$ cat src/rtl/fetch_unit_if.sv
// Instruction-memory request/response bus between the fetch unit and imem.
// The master drives request and address, and the slave returns grant and in-order response data.
interface fetch_unit_if #(
    parameter int IW = 20,
    parameter int AW = 15
);
    logic          imem_req;
    logic [AW-1:0] imem_addr;
    logic          imem_gnt;
    logic          imem_rvalid;
    logic [IW-1:0] imem_rdata;

    modport master (
        output imem_req,
        output imem_addr,
        input  imem_gnt,
        input  imem_rvalid,
        input  imem_rdata
    );

    modport slave (
        input  imem_req,
        input  imem_addr,
        output imem_gnt,
        output imem_rvalid,
        output imem_rdata
    );
endinterface

$ cat src/rtl/fetch_unit.sv
// Fetch stage: issues one instruction fetch at a time to imem and buffers responses in a small FIFO.
// The FIFO feeds Decode. An Execute redirect flushes the FIFO and discards any in-flight response.
module fetch_unit #(
    parameter int          IW       = 20,
    parameter int          AW       = 15,
    parameter int          DEPTH    = 2,
    parameter int unsigned RESET_PC = 0
) (
    input  logic          clk,
    input  logic          reset,
    input  logic          PCSrcE,
    input  logic [AW-1:0] PCTargetE,
    input  logic          StallD,
    fetch_unit_if.master  imem,
    output logic [IW-1:0] InstrD,
    output logic [AW-1:0] PCD,
    output logic [AW-1:0] PCPlus1D,
    output logic          ValidD
);

    localparam int             PW         = $clog2(DEPTH);
    localparam int             CW         = PW + 1;
    localparam logic [CW-1:0]  DEPTH_C    = CW'(DEPTH);
    localparam logic [CW-1:0]  CNT_ZERO   = {CW{1'b0}};
    localparam logic [CW-1:0]  CNT_ONE    = CW'(1);
    localparam logic [PW-1:0]  PTR_ZERO   = {PW{1'b0}};
    localparam logic [PW-1:0]  PTR_ONE    = PW'(1);
    localparam logic [AW-1:0]  PC_ZERO    = {AW{1'b0}};
    localparam logic [AW-1:0]  PC_ONE     = AW'(1);
    localparam logic [AW-1:0]  RESET_PC_C = AW'(RESET_PC);
    localparam logic [IW-1:0]  INSTR_ZERO = {IW{1'b0}};

    typedef enum logic [1:0] {
        S_IDLE = 2'd0,
        S_WAIT = 2'd1,
        S_DROP = 2'd2
    } state_t;

    state_t        state_r;
    state_t        state_nx_s;
    logic [AW-1:0] pcf_r;
    logic [AW-1:0] pend_pc_r;
    logic [CW-1:0] count_r;
    logic [PW-1:0] rd_ptr_r;
    logic [PW-1:0] wr_ptr_r;
    logic [IW-1:0] instr_q_r [DEPTH];
    logic [AW-1:0] pc_q_r    [DEPTH];

    logic req_s;
    logic fire_s;
    logic push_s;
    logic pop_s;
    logic valid_s;

    // FSM state register
    always_ff @(posedge clk or negedge reset) begin
        if (!reset) begin
            state_r <= S_IDLE;
        end else begin
            state_r <= state_nx_s;
        end
    end

    // Next state and request decode; a redirect suppresses new requests and drops queued responses
    always_comb begin
        state_nx_s = state_r;
        req_s      = 1'b0;
        push_s     = 1'b0;
        case (state_r)
            S_IDLE: begin
                if ((count_r < DEPTH_C) && !PCSrcE) begin
                    req_s = 1'b1;
                end else begin
                    req_s = 1'b0;
                end
                if (req_s && imem.imem_gnt) begin
                    state_nx_s = S_WAIT;
                end else begin
                    state_nx_s = S_IDLE;
                end
            end
            S_WAIT: begin
                if (imem.imem_rvalid) begin
                    push_s     = !PCSrcE;
                    state_nx_s = S_IDLE;
                end else if (PCSrcE) begin
                    state_nx_s = S_DROP;
                end else begin
                    state_nx_s = S_WAIT;
                end
            end
            S_DROP: begin
                if (imem.imem_rvalid) begin
                    state_nx_s = S_IDLE;
                end else begin
                    state_nx_s = S_DROP;
                end
            end
            default: begin
                state_nx_s = S_IDLE;
            end
        endcase
    end

    assign fire_s  = req_s && imem.imem_gnt;
    assign valid_s = (count_r != CNT_ZERO);
    assign pop_s   = valid_s && !StallD && !PCSrcE;

    // Fetch PC and the PC of the single outstanding request
    always_ff @(posedge clk or negedge reset) begin
        if (!reset) begin
            pcf_r     <= RESET_PC_C;
            pend_pc_r <= PC_ZERO;
        end else if (PCSrcE) begin
            pcf_r     <= PCTargetE;
        end else if (fire_s) begin
            pcf_r     <= pcf_r + PC_ONE;
            pend_pc_r <= pcf_r;
        end
    end

    // Queue occupancy and pointers; a flush realigns both pointers
    always_ff @(posedge clk or negedge reset) begin
        if (!reset) begin
            count_r  <= CNT_ZERO;
            rd_ptr_r <= PTR_ZERO;
            wr_ptr_r <= PTR_ZERO;
        end else if (PCSrcE) begin
            count_r  <= CNT_ZERO;
            rd_ptr_r <= PTR_ZERO;
            wr_ptr_r <= PTR_ZERO;
        end else begin
            if (push_s) begin
                wr_ptr_r <= wr_ptr_r + PTR_ONE;
            end
            if (pop_s) begin
                rd_ptr_r <= rd_ptr_r + PTR_ONE;
            end
            case ({push_s, pop_s})
                2'b10:   count_r <= count_r + CNT_ONE;
                2'b01:   count_r <= count_r - CNT_ONE;
                default: count_r <= count_r;
            endcase
        end
    end

    // Queue storage
    always_ff @(posedge clk or negedge reset) begin
        if (!reset) begin
            for (int i = 0; i < DEPTH; i++) begin
                instr_q_r[i] <= INSTR_ZERO;
                pc_q_r[i]    <= PC_ZERO;
            end
        end else if (push_s) begin
            instr_q_r[wr_ptr_r] <= imem.imem_rdata;
            pc_q_r[wr_ptr_r]    <= pend_pc_r;
        end
    end

    assign imem.imem_req  = req_s;
    assign imem.imem_addr = pcf_r;

    // Head-of-queue view is read from registers only and is zero when the queue is empty
    assign ValidD   = valid_s;
    assign InstrD   = valid_s ? instr_q_r[rd_ptr_r] : INSTR_ZERO;
    assign PCD      = valid_s ? pc_q_r[rd_ptr_r] : PC_ZERO;
    assign PCPlus1D = valid_s ? (pc_q_r[rd_ptr_r] + PC_ONE) : PC_ZERO;

endmodule

$ cat src/flat_wrapper.sv
// flat-port wrapper written by rule: the top's interface ports become plain ports
module fetch_unit_flat 
#(
    parameter int          IW       = 20,
    parameter int          AW       = 15,
    parameter int          DEPTH    = 2,
    parameter int unsigned RESET_PC = 0
)
  (clk, reset, PCSrcE, PCTargetE, StallD, InstrD, PCD, PCPlus1D, ValidD, imem_imem_req, imem_imem_addr, imem_imem_gnt, imem_imem_rvalid, imem_imem_rdata);
  fetch_unit_if #(.IW(IW), .AW(AW)) imem_i ();
  input  logic clk;
  input  logic reset;
  input  logic PCSrcE;
  input  logic [AW-1:0] PCTargetE;
  input  logic StallD;
  output logic [IW-1:0] InstrD;
  output logic [AW-1:0] PCD;
  output logic [AW-1:0] PCPlus1D;
  output logic ValidD;
  output wire logic [$bits(imem_i.imem_req)-1:0] imem_imem_req;
  output wire logic [$bits(imem_i.imem_addr)-1:0] imem_imem_addr;
  input wire logic [$bits(imem_i.imem_gnt)-1:0] imem_imem_gnt;
  input wire logic [$bits(imem_i.imem_rvalid)-1:0] imem_imem_rvalid;
  input wire logic [$bits(imem_i.imem_rdata)-1:0] imem_imem_rdata;
  assign imem_imem_req = imem_i.imem_req;
  assign imem_imem_addr = imem_i.imem_addr;
  assign imem_i.imem_gnt = imem_imem_gnt;
  assign imem_i.imem_rvalid = imem_imem_rvalid;
  assign imem_i.imem_rdata = imem_imem_rdata;
  fetch_unit #(.IW(IW), .AW(AW), .DEPTH(DEPTH), .RESET_PC(RESET_PC)) u_core (.clk(clk), .reset(reset), .PCSrcE(PCSrcE), .PCTargetE(PCTargetE), .StallD(StallD), .imem(imem_i), .InstrD(InstrD), .PCD(PCD), .PCPlus1D(PCPlus1D), .ValidD(ValidD));
endmodule
$ cat config.mk
export PLATFORM = sky130hd
export DESIGN_NAME = fetch_unit_flat
export DESIGN_NICKNAME = d
export VERILOG_FILES = /design/src/rtl/fetch_unit_if.sv /design/src/rtl/fetch_unit.sv /design/src/flat_wrapper.sv
export SDC_FILE = /design/constraint.sdc
export NUM_CORES = 1
export LEC_CHECK = 0
export CORE_MARGIN = 5
export CORE_UTILIZATION = 50
export DETAILED_ROUTE_END_ITERATION = 16
export GPL_TIMING_DRIVEN = 0
export PLACE_DENSITY = 0.78
export SLEW_MARGIN = 5
export SYNTH_ARGS = -nofsm -noshare
export SYNTH_HDL_FRONTEND = slang
export SYNTH_SLANG_ARGS = --single-unit
$ cat constraint.sdc
create_clock -name clk -period 4.6 [get_ports clk]
set_clock_uncertainty 0.2 [all_clocks]
set_input_delay 1.38 -clock clk [delete_from_list [all_inputs] [get_ports clk]]
set_output_delay 1.38 -clock clk [all_outputs]
set_load 0.1 [all_outputs]
==> flow_metrics.env <==
export IMPL_run_status="finished, final reports clean"
export IMPL_ant_nets=0
export IMPL_synthToLayoutAreaGrowth_pct=28.9
export IMPL_rsz0062_at_grt="false"
export IMPL_cts_root_buf="clkbuf_8"
export IMPL_path_common_cell="buf_6"
export IMPL_via_count=4245
export IMPL_die_area_mm2=0.0129
export IMPL_power_switching_uw=1010
export IMPL_post_route_drc_count=0
export IMPL_cts_made_buffers=9
export IMPL_p_int_uw=1760
export IMPL_port_buffers=106
export IMPL_routed_wl_mm=13.4
export IMPL_first_pass_iters=4
export IMPL_yosysTopAreaCell="dfrtp_1"
export IMPL_reg2reg_slack_ps=2350
export IMPL_clock_latency_ps=360
export IMPL_hold_violations=0
export IMPL_yosys_most_used_dff="dfrtp_1"
export IMPL_hold_ws_ps=309
export IMPL_p_comb_share_pct=30.2
export IMPL_grt_max_degree=73
export IMPL_synth_edf_count=0
export IMPL_synth_area_mm2=0.00539
export IMPL_ys_async_sr_fraction_pct=100
export IMPL_gr_total_overflow=0
export IMPL_crit_path_start_kind="flip-flop"
export IMPL_wl_per_cell_um=17.9
export IMPL_setup_ws_ps=137
export IMPL_slew_violations=0
export IMPL_cp_max_fo=10
export IMPL_end_kind="output port"
export IMPL_critPathArrivalTime_ps=2880
export IMPL_synthesis_nets=532
export IMPL_first_global_vias=4468
export IMPL_power_density_mw_per_mm2=400
export IMPL_viasPerCell=5.66
export IMPL_pre_cts_slack_ps=-597
export IMPL_cp_data_required_time_ps=3020
export IMPL_period_minus_slack_ps=4460
export IMPL_netlist_instances=489
export IMPL_min_path_type="reg -> reg"
export IMPL_setup_viol=0
export IMPL_die_h_um=114
export IMPL_cts_htree_levels=3
export IMPL_yosysUniqueCellTypes=51
export IMPL_initial_core_util_pct=51.7
export IMPL_diodes=0
export IMPL_core_mm2=0.0104
export IMPL_synth_area_per_cell_um2=11.0
export IMPL_cpPeakStageDelay_ps=380
export IMPL_grt_util_all_layers_pct=21.4
export IMPL_synth_top_area_share_pct=49.2
export IMPL_path_cells="buf_6, buf_4, buf_6, mux2_2, ha_4, inv_1, a211o_4, a211oi_4, mux2_2, buf_6"
export IMPL_grt_first_pass_wirelength_mm=22.4
export IMPL_cts_tree="done"
export IMPL_finalCritPeriodShare_pct=97.0
export IMPL_cts_buffer_depth=2
export IMPL_worst_slew_pin_slew_ps=990
export IMPL_leakagePower_uw=0.00323
export IMPL_drive_above_1_share_pct=24.9
export IMPL_swShare_pct=36.4
export IMPL_cts_sinks=106
export IMPL_n_fill_cell=842
export IMPL_p_seq_share_pct=48.1
export IMPL_io_pins=108
export IMPL_ys_seq_area_share_pct=49.2
export IMPL_worst_path_buf_inv=5
export IMPL_fmax_ghz=0.224
export IMPL_max_cap_violations=0
export IMPL_drt_iter0_markers=229
export IMPL_clkTransAtPathRegs_ps=100
export IMPL_ir_worst_vdd_v=0.000204
export IMPL_p_clk_share_pct=21.7
export IMPL_gp_congestion=0.871
export IMPL_rows=37
export IMPL_crit_family="buffers and inverters"
export IMPL_crit_type="reg -> out"
export IMPL_dp_hpwl_mm=9.97
export IMPL_slowest_stage="dfrtp_1"
export IMPL_fp_dieW_um=114
export IMPL_antenna_found_initial=0
export IMPL_relSlewSlack_pct=33.8
export IMPL_ys_ff_latch=106
export IMPL_ys_warn_count=0
export IMPL_synth_area_top_cells="dfrtp_1, mux2_2, mux2i_1"
export IMPL_nets=652
-- cells in the final DEF, fill, tap and decap left out, drive strengths merged, types with 3 or more instances in the layout --
master,Yosys,routed
and2,4,4
nand4,7,7
a21oi,12,12
nand3,13,13
dfrtp,106,106
a211oi,3,3
dlymetal6s2s,0,8
clkbuf,6,16
buf,21,31
clkdlybuf4s50,0,61
nor2,47,47
o21ai,12,12
xor2,6,6
nor3b,5,5
clkdlybuf4s15,0,6
a221o,13,13
dlygate4sd2,0,24
mux2,75,75
nor4,7,7
nor3,10,10
inv,8,10
a21o,5,5
nand3b,3,3
a22oi,3,3
nand2,56,56
mux2i,33,33
a31oi,4,4
nor2b,3,3
or3,4,4
-- worst paths after layout --
path                                         to                start  cells past startpoint
max                                PCPlus1D[12]      u_core.rd_ptr_r                     10
min                         u_core.pend_pc_r[5]  u_core.pend_pc_r[5]                      2
max reg2reg                u_core.instr_q_r[34]    u_core.state_r[0]                      7
min reg2reg                 u_core.pend_pc_r[5]  u_core.pend_pc_r[5]                      2
max in group asynchronous     u_core.pc_q_r[17]                reset                      2
min in group asynchronous     u_core.pc_q_r[12]                reset                      1
-- registers in the layout, summed over array words and instances, names as in the netlist --
signal,cells
u_core.count_r,2
u_core.state_r,2
u_core.pc_q_r,30
u_core.imem.imem_addr,15
u_core.instr_q_r,40
u_core.pend_pc_r,15
u_core.wr_ptr_r,1
u_core.rd_ptr_r,1
-- through the flow --
stage	util [%]	TNS (ps)	cell area (um^2)	power [uW]	std cells
after detailed placement	64.2	-3210	6690	2180	732
after floorplan	-	-484	5430	1920	489
after global routing	66.6	0	6940	2930	750
after global placement	63.9	-197530	6660	2130	731
final	66.6	0	6940	2780	750
after CTS	66.0	0	6870	2780	748
-- layer usage --
layer  track usage [%]  share of wire [%]  vias to the layer above
met5                 0                  0                        -
met4              6.02               0.99                        0
met3              3.61                4.8                        8
met2              36.2                 50                      110
li1                  -                  -                     2003
met1              28.5                 45                     2124
-- cell families after synthesis --
| family | count (synthesis) | share of synthesized area [%] |
|---|---|---|
| simple gates | 167 | 15.5 |
| buf+inv | 36 | 3.32 |
| flops | 106 | 49.2 |
| xor+xnor | 7 | 1.14 |
| mux | 108 | 21.8 |
| compound gates | 63 | 8.50 |
| fa+ha+maj | 2 | 0.465 |
-- power groups by stage --
stage,combinational [uW],sequential (uW),clock [uW]
5_1_grt,914,1360,657
3_3_place_gp,801,1330,0
3_5_place_dp,829,1350,0
2_1_floorplan,514,1410,0
6_report,839,1340,601
4_1_cts,831,1330,616
-- worst reg2reg max path: cells and delay by family (launching register included) --
kind	cells	cell delay, ps
DFF	1	390
and+or+nand+nor	3	510
buffers and inverters	3	670
muxes	1	380
-- what timing repair did --
action,4_1_cts,5_1_grt
setup buffers,0,2
pin swaps,1,2
gates resized for setup,80,15
hold buffers,0,0
setup endpoints to repair,38,25
-- Yosys cell counts (3+ instances only) --
cell type / number
clkbuf_1: 6
a22oi_1: 3
or3_1: 4
nor3b_1: 5
nand3_1: 13
mux2_2: 75
nor4_2: 3
inv_1: 8
a21oi_1: 11
a21o_1: 4
a211oi_1: 3
o21ai_0: 12
nor4_1: 4
nand4_1: 7
buf_2: 16
dfrtp_1: 106
a31oi_1: 4
nor2_1: 47
and2_1: 4
a221o_1: 13
xor2_1: 6
mux2i_1: 33
nor3_1: 10
nor2b_1: 3
nand2_1: 55
-- final cells by class --
cell class / instances / area [um^2] / area share, %
sequential: 106 / 2650 / 38.2
multi-input combinational: 347 / 2640 / 38.0
timing repair buffer: 109 / 1080 / 15.6
tap: 136 / 170 / 2.45
buffer: 27 / 153 / 2.20
clock buffer: 10 / 138 / 1.98
clock inverter: 6 / 71.3 / 1.03
inverter: 9 / 35.0 / 0.505
Power figures use the tool's default switching activity.
